===== src/rtl/alu_defs.sv =====
// ============================================================================
// Module : alu_defs
// Brief  : Shared divider state encodings, fill constant and M-extension opcodes.
// Rev    : 1.0 - initial release
// ============================================================================
`default_nettype none

package alu_defs;

    typedef enum logic [1:0] {
        IDLE  = 2'd0,
        RUN   = 2'd1,
        FIXUP = 2'd2,
        DONE  = 2'd3
    } div_state_t;

    // Quotient on divide-by-zero is every bit set; replicated to the operand width.
    localparam logic DIVZ_FILL = 1'b1;

    // funct3 encodings the decode stage uses to select a divider operation.
    localparam logic [2:0] OP_DIV  = 3'b100;
    localparam logic [2:0] OP_DIVU = 3'b101;
    localparam logic [2:0] OP_REM  = 3'b110;
    localparam logic [2:0] OP_REMU = 3'b111;

endpackage

`default_nettype wire


===== src/rtl/full_adder.sv =====
// ============================================================================
// Module : full_adder
// Brief  : Single-bit full adder cell for the trial subtractor chain.
// Rev    : 1.0 - initial release
// ============================================================================
`default_nettype none

module full_adder (
    input  logic a_i,
    input  logic b_i,
    input  logic cin_i,
    output logic sum_o,
    output logic cout_o
);

    assign sum_o  = a_i ^ b_i ^ cin_i;
    assign cout_o = (a_i & b_i) | (cin_i & (a_i ^ b_i));

endmodule

`default_nettype wire


===== src/rtl/n_bit_subtractor.sv =====
// ============================================================================
// Module : n_bit_subtractor
// Brief  : Ripple subtractor a - b from full adders with b inverted and cin=1.
// Rev    : 1.0 - initial release
// ============================================================================
`default_nettype none

module n_bit_subtractor #(
    parameter int N = 33
) (
    input  logic [N-1:0] a_i,
    input  logic [N-1:0] b_i,
    output logic [N-1:0] diff_o,
    output logic         borrow_n_o
);

    logic [N:0] w_carry;

    assign w_carry[0] = 1'b1;

    generate
        for (genvar i = 0; i < N; i++) begin : g_chain
            full_adder u_fa (
                .a_i    (a_i[i]),
                .b_i    (~b_i[i]),
                .cin_i  (w_carry[i]),
                .sum_o  (diff_o[i]),
                .cout_o (w_carry[i+1])
            );
        end
    endgenerate

    // A missing final carry means a < b: the trial went negative.
    assign borrow_n_o = ~w_carry[N];

endmodule

`default_nettype wire


===== src/rtl/alu_divider.sv =====
// ============================================================================
// Module : alu_divider
// Brief  : Iterative restoring divider, one quotient bit per clock, signed/unsigned.
// Rev    : 1.0 - initial release
// ============================================================================
`default_nettype none

module alu_divider
    import alu_defs::*;
#(
    parameter int N = 32
) (
    input  logic         clk,
    input  logic         rst_n,
    input  logic         start_valid,
    output logic         start_ready,
    input  logic [N-1:0] dividend,
    input  logic [N-1:0] divisor,
    input  logic         is_signed,
    output logic         result_valid,
    input  logic         result_ready,
    output logic [N-1:0] quotient,
    output logic [N-1:0] remainder,
    output logic         div_by_zero
);

    localparam int            CW   = $clog2(N + 1);
    localparam logic [CW-1:0] LAST = CW'(N - 1);

    div_state_t    state_q, state_d;
    logic [N-1:0]  rem_q, rem_d;
    logic [N-1:0]  quo_q, quo_d;
    logic [N-1:0]  dvs_q, dvs_d;
    logic [N-1:0]  quotient_q, quotient_d;
    logic [N-1:0]  remainder_q, remainder_d;
    logic [CW-1:0] cnt_q, cnt_d;
    logic          neg_quo_q, neg_quo_d;
    logic          neg_rem_q, neg_rem_d;
    logic          dbz_q, dbz_d;

    logic          w_a_neg, w_b_neg;
    logic [N:0]    w_shift, w_trial;
    logic          w_borrow;
    logic          w_unused_trial_msb;

    assign w_a_neg = is_signed & dividend[N-1];
    assign w_b_neg = is_signed & divisor[N-1];
    assign w_shift = {rem_q, quo_q[N-1]};

    n_bit_subtractor #(.N(N + 1)) u_sub (
        .a_i        (w_shift),
        .b_i        ({1'b0, dvs_q}),
        .diff_o     (w_trial),
        .borrow_n_o (w_borrow)
    );

    // On commit the trial is below the divisor, so its top bit is always zero.
    assign w_unused_trial_msb = w_trial[N];

    always_comb begin
        state_d     = state_q;
        rem_d       = rem_q;
        quo_d       = quo_q;
        dvs_d       = dvs_q;
        quotient_d  = quotient_q;
        remainder_d = remainder_q;
        cnt_d       = cnt_q;
        neg_quo_d   = neg_quo_q;
        neg_rem_d   = neg_rem_q;
        dbz_d       = dbz_q;
        case (state_q)
            IDLE: begin
                if (start_valid) begin
                    neg_quo_d = w_a_neg ^ w_b_neg;
                    neg_rem_d = w_a_neg;
                    if (divisor == '0) begin
                        quotient_d  = {N{DIVZ_FILL}};
                        remainder_d = dividend;
                        dbz_d       = 1'b1;
                        state_d     = DONE;
                    end else begin
                        quo_d   = w_a_neg ? -dividend : dividend;
                        dvs_d   = w_b_neg ? -divisor : divisor;
                        rem_d   = '0;
                        cnt_d   = '0;
                        state_d = RUN;
                    end
                end
            end
            RUN: begin
                quo_d = {quo_q[N-2:0], ~w_borrow};
                rem_d = w_borrow ? w_shift[N-1:0] : w_trial[N-1:0];
                if (cnt_q == LAST) begin
                    state_d = FIXUP;
                end else begin
                    cnt_d = cnt_q + 1'b1;
                end
            end
            FIXUP: begin
                quotient_d  = neg_quo_q ? -quo_q : quo_q;
                remainder_d = neg_rem_q ? -rem_q : rem_q;
                dbz_d       = 1'b0;
                state_d     = DONE;
            end
            DONE: begin
                if (result_ready) begin
                    state_d = IDLE;
                end
            end
            default: state_d = IDLE;
        endcase
    end

    always_ff @(posedge clk or negedge rst_n) begin
        if (!rst_n) begin
            state_q     <= IDLE;
            rem_q       <= '0;
            quo_q       <= '0;
            dvs_q       <= '0;
            quotient_q  <= '0;
            remainder_q <= '0;
            cnt_q       <= '0;
            neg_quo_q   <= 1'b0;
            neg_rem_q   <= 1'b0;
            dbz_q       <= 1'b0;
        end else begin
            state_q     <= state_d;
            rem_q       <= rem_d;
            quo_q       <= quo_d;
            dvs_q       <= dvs_d;
            quotient_q  <= quotient_d;
            remainder_q <= remainder_d;
            cnt_q       <= cnt_d;
            neg_quo_q   <= neg_quo_d;
            neg_rem_q   <= neg_rem_d;
            dbz_q       <= dbz_d;
        end
    end

    assign start_ready  = (state_q == IDLE);
    assign result_valid = (state_q == DONE);
    assign quotient     = quotient_q;
    assign remainder    = remainder_q;
    assign div_by_zero  = dbz_q;

endmodule

`default_nettype wire

===== config.mk =====
export PLATFORM = sky130hd
export DESIGN_NAME = alu_divider
export DESIGN_NICKNAME = d
export VERILOG_FILES = /design/src/rtl/alu_defs.sv /design/src/rtl/full_adder.sv /design/src/rtl/n_bit_subtractor.sv /design/src/rtl/alu_divider.sv
export SDC_FILE = /design/constraint.sdc
export NUM_CORES = 1
export LEC_CHECK = 0
export BUFFER_PORTS_ARGS = -buffer_cell sky130_fd_sc_hd__buf_2
export CELL_PAD_IN_SITES_DETAIL_PLACEMENT = 2
export CELL_PAD_IN_SITES_GLOBAL_PLACEMENT = 2
export CORE_MARGIN = 2
export CORE_UTILIZATION = 39
export DETAILED_ROUTE_END_ITERATION = 6
export PLACE_DENSITY = 0.95
export SLEW_MARGIN = 20
export SYNTH_ARGS = -nofsm -noshare
export SYNTH_HDL_FRONTEND = slang
export SYNTH_SLANG_ARGS = --single-unit
export TNS_END_PERCENT = 50

===== constraint.sdc =====
create_clock -name clk -period 19.6 [get_ports clk]
set_clock_uncertainty 0.2 [all_clocks]
set_input_delay 1.96 -clock clk [delete_from_list [all_inputs] [get_ports clk]]
set_output_delay 1.96 -clock clk [all_outputs]
set_load 0.02 [all_outputs]

==> run metrics <==
ys async rst share=1.00; unrepaired setup endpoints after global routing=no; fmax=64.8 MHz; post-synthesis cell area=10800 µm²; core area=27600 µm²; post-route insts no fill=1681; Placement Setup Slack=4.65 ns; CP Capture Type=flop; Yosys top cell by area=dfrtp_1; top-area cell type share of the netlist area=0.395; Seq/Total Area, Yosys=0.395; min-delay worst type=reg2reg; CP Class=reg2reg; r2r endpoint=rem_q[22]; Critical Path Sink=rem_q[22]; CTS clock-pin slew for the worst setup and hold paths=0.08 ns; fraction of layout cells with a size suffix above 1=0.165; Final setup viols=0; critical path arrival=15.58 ns; Max transition margin=0.289; Yosys cell types=61; initial core utilization=0.394; IO buf count=135; DIE WIDTH=171 µm; Required @ worst endpoint=19.75 ns; Reg area=4280 µm²; Fillers=2956; RePlAce Congestion=0.854; die area=29200 µm²; Max Slew Vio Count=0; syn_area_per_cell=9.08 µm²; Post-CTS Hold Buffers=0; CTS H-tree depth=4; top_reg_cell synth=dfrtp_1; design area=12400 µm²; DP Wirelength=28800 µm; CTS Buffer Depth=2; Post-DP Area=11800 µm²; Max FO, Critical Path=23; r2r startpoint=quo_q[31]; Tmin final=15.42 ns; Net Count, Synth=1304; worst vdd ir=0.0804 mV; global-route wire length before repair=64000 µm; Rows=61; # clock sinks=171; Root Buffer=clkbuf_16; largest net degree at the start of global routing=106; Setup WS post-layout=4.18 ns; synthesis-to-finish area growth=14.0%; Final Hold Vio Count=0; Multi-input gate area=6070 µm²; Yosys Warn Count=0; Initial DRC Count=632; # Post-CTS Setup Buffers=0; Tcrit/Tclk final=0.787; vias=9857; I/O pin cnt=136; initial antenna violation count=2; DRC=0; setup slack, reg-to-reg=4.18 ns; Max Cap Violations=0; crit path launch=quo_q[31]; CP bufs+invs=5; final core utilization=0.449; Worst-Margin Slew=1.05 ns; # nets final=1397; CP most frequent cell=fa_1; Pre-Repair DR Iteration Count=5; synthesis-stage register bit count=171; CTS tree=yes; worst skew pair latency=0.45 ns; number of global-route vias before repair=11100; Routed WL=40800 µm; leakage power=5.00 nW; Cells after DPL=1646; post-DR wirelength/cell=24.3 µm; Crit-path slowest cell=nor3_2; CTS buffer count=17; # resized after CTS=0; GR Overflow Total=0; Area contributors post-synth=dfrtp_1 (39%), nor2_1 (5.7%), fa_1 (5.7%); ANT nets after route=0; cell family with most CP delay=adder cells; Setup TNS Final=0 ns; GRT Overall Usage=0.287; Post-Synthesis Cells=1194; PD cells=186 nW/µm²; vias per inst=5.86; WP depth=40; CP startpoint kind=flop; DIE HEIGHT=171 µm; Post-synth EDFFs=0; worst stage delay on the critical path=0.74 ns; outcome=completed; Reg2Reg Depth=40
==> worst min path at each step <==
| stage | startpoint | to | slack (ns) | depth (start not counted) |
|---|---|---|---|---|
| 2_1_floorplan | dvs_q[0] | dvs_q[0] | 0.29 | 1 |
| 4_1_cts | remainder[29] | remainder[29] | 0.30 | 2 |
| 5_1_grt | div_by_zero | div_by_zero | 0.32 | 2 |
| 3_3_place_gp | remainder[26] | remainder[26] | 0.27 | 2 |
| 3_5_place_dp | remainder[29] | remainder[29] | 0.28 | 2 |
| 6_report | remainder[4] | remainder[4] | 0.29 | 2 |
==> sequential cells by signal, indices dropped and copies added (netlist names) <==
register and flops:
div_by_zero 1, remainder 32, state_q 2, quo_q 32
rem_q 32, quotient 32, cnt_q 6, neg_quo_q 1
dvs_q 32, neg_rem_q 1
==> power breakdown <==
part | switching (mW) | total (mW) | internal [mW]
Clock | 0.157 | 0.336 | 0.179
Sequential | 0.220 | 0.735 | 0.515
Combinational | 0.782 | 1.22 | 0.441
==> cell usage after synthesis, types with 4 or more instances <==
cell,number
nand3_1,11
or2_2,4
nor2_1,166
mux2i_1,39
fa_1,31
xor2_1,47
or4_1,18
o211ai_1,4
and2_1,5
or3_1,12
nor2b_1,4
nor4_1,19
a221oi_1,30
xnor2_1,70
ha_1,10
nand4_1,6
a21oi_1,71
dfrtp_1,171
a211oi_1,13
o41ai_1,22
a31oi_1,9
nand3b_1,4
o21ai_0,76
clkbuf_1,50
a21oi_2,21
and3_1,5
o21ai_1,8
o31ai_1,24
nand2_1,104
inv_1,54
buf_2,14
nor3_1,26
==> metal layers <==
| metal | vias to the layer above | global-route usage | part of all wire | routed length, µm |
|---|---|---|---|---|
| met5 | - | 0 | 0 | 0 |
| met4 | 0 | 0.117 | 0.030 | 1230 |
| met3 | 86 | 0.0375 | 0.038 | 1530 |
| met2 | 283 | 0.539 | 0.54 | 22100 |
| met1 | 5103 | 0.325 | 0.39 | 15900 |
| li1 | 4385 | - | - | - |
==> cells by family (layout without fill, tap and decap cells) <==
logic type | count (synthesis) | after routing | share of synthesized area
buf+inv | 126 | 232 | 0.0510
mux | 40 | 40 | 0.0370
fa+ha+maj | 41 | 41 | 0.0688
simple gates | 399 | 399 | 0.172
other cells | 0 | 3 | 0
flops | 171 | 171 | 0.395
xor+xnor | 117 | 117 | 0.0945
compound gates | 300 | 300 | 0.182
==> area by class of cell <==
| type | instances | area share |
|---|---|---|
| repair buffers | 146 | 0.0621 |
| multi-input cells | 897 | 0.491 |
| inverters | 54 | 0.0164 |
| flip-flops and latches | 171 | 0.346 |
| clock buffers | 19 | 0.0358 |
| diodes | 3 | 0.000607 |
| well taps | 378 | 0.0383 |
| clock inverters | 13 | 0.00941 |
==> worst reg2reg max path: cells and delay by family, from the launching register on <==
kind                     cells  cell delay (ns)
AND/OR/NAND/NOR              2             0.98
flip-flops                   1             0.38
AO/OA/AOI/OAI                1             0.17
buffers and inverters        5             0.82
adder cells (fa/ha/maj)     32            12.78
==> per-stage QoR <==
stage	hold slack, ns	power, mW
floorplan	0.287	1.46
global placement	0.265	1.74
detailed placement	0.281	1.90
CTS	0.299	2.30
global route	0.323	2.45
finish	0.289	2.30
==> placed cells by master (no fill, tap or decap), types with 8 or more instances in the layout <==
master / Yosys / routed
dfrtp_1: 171 / 171
nor2_1: 166 / 166
buf_2: 14 / 134
nand2_1: 104 / 104
o21ai_0: 76 / 76
a21oi_1: 71 / 71
xnor2_1: 70 / 70
inv_1: 54 / 54
xor2_1: 47 / 47
mux2i_1: 39 / 39
fa_1: 31 / 31
a221oi_1: 30 / 30
nor3_1: 26 / 25
o31ai_1: 24 / 24
o41ai_1: 22 / 22
a21oi_2: 21 / 20
nor4_1: 19 / 19
or4_1: 18 / 18
clkbuf_16: 0 / 17
a211oi_1: 13 / 13
or3_1: 12 / 12
nand3_1: 11 / 11
buf_4: 1 / 11
ha_1: 10 / 9
o21ai_1: 8 / 8
Power figures use the tool's default switching activity.
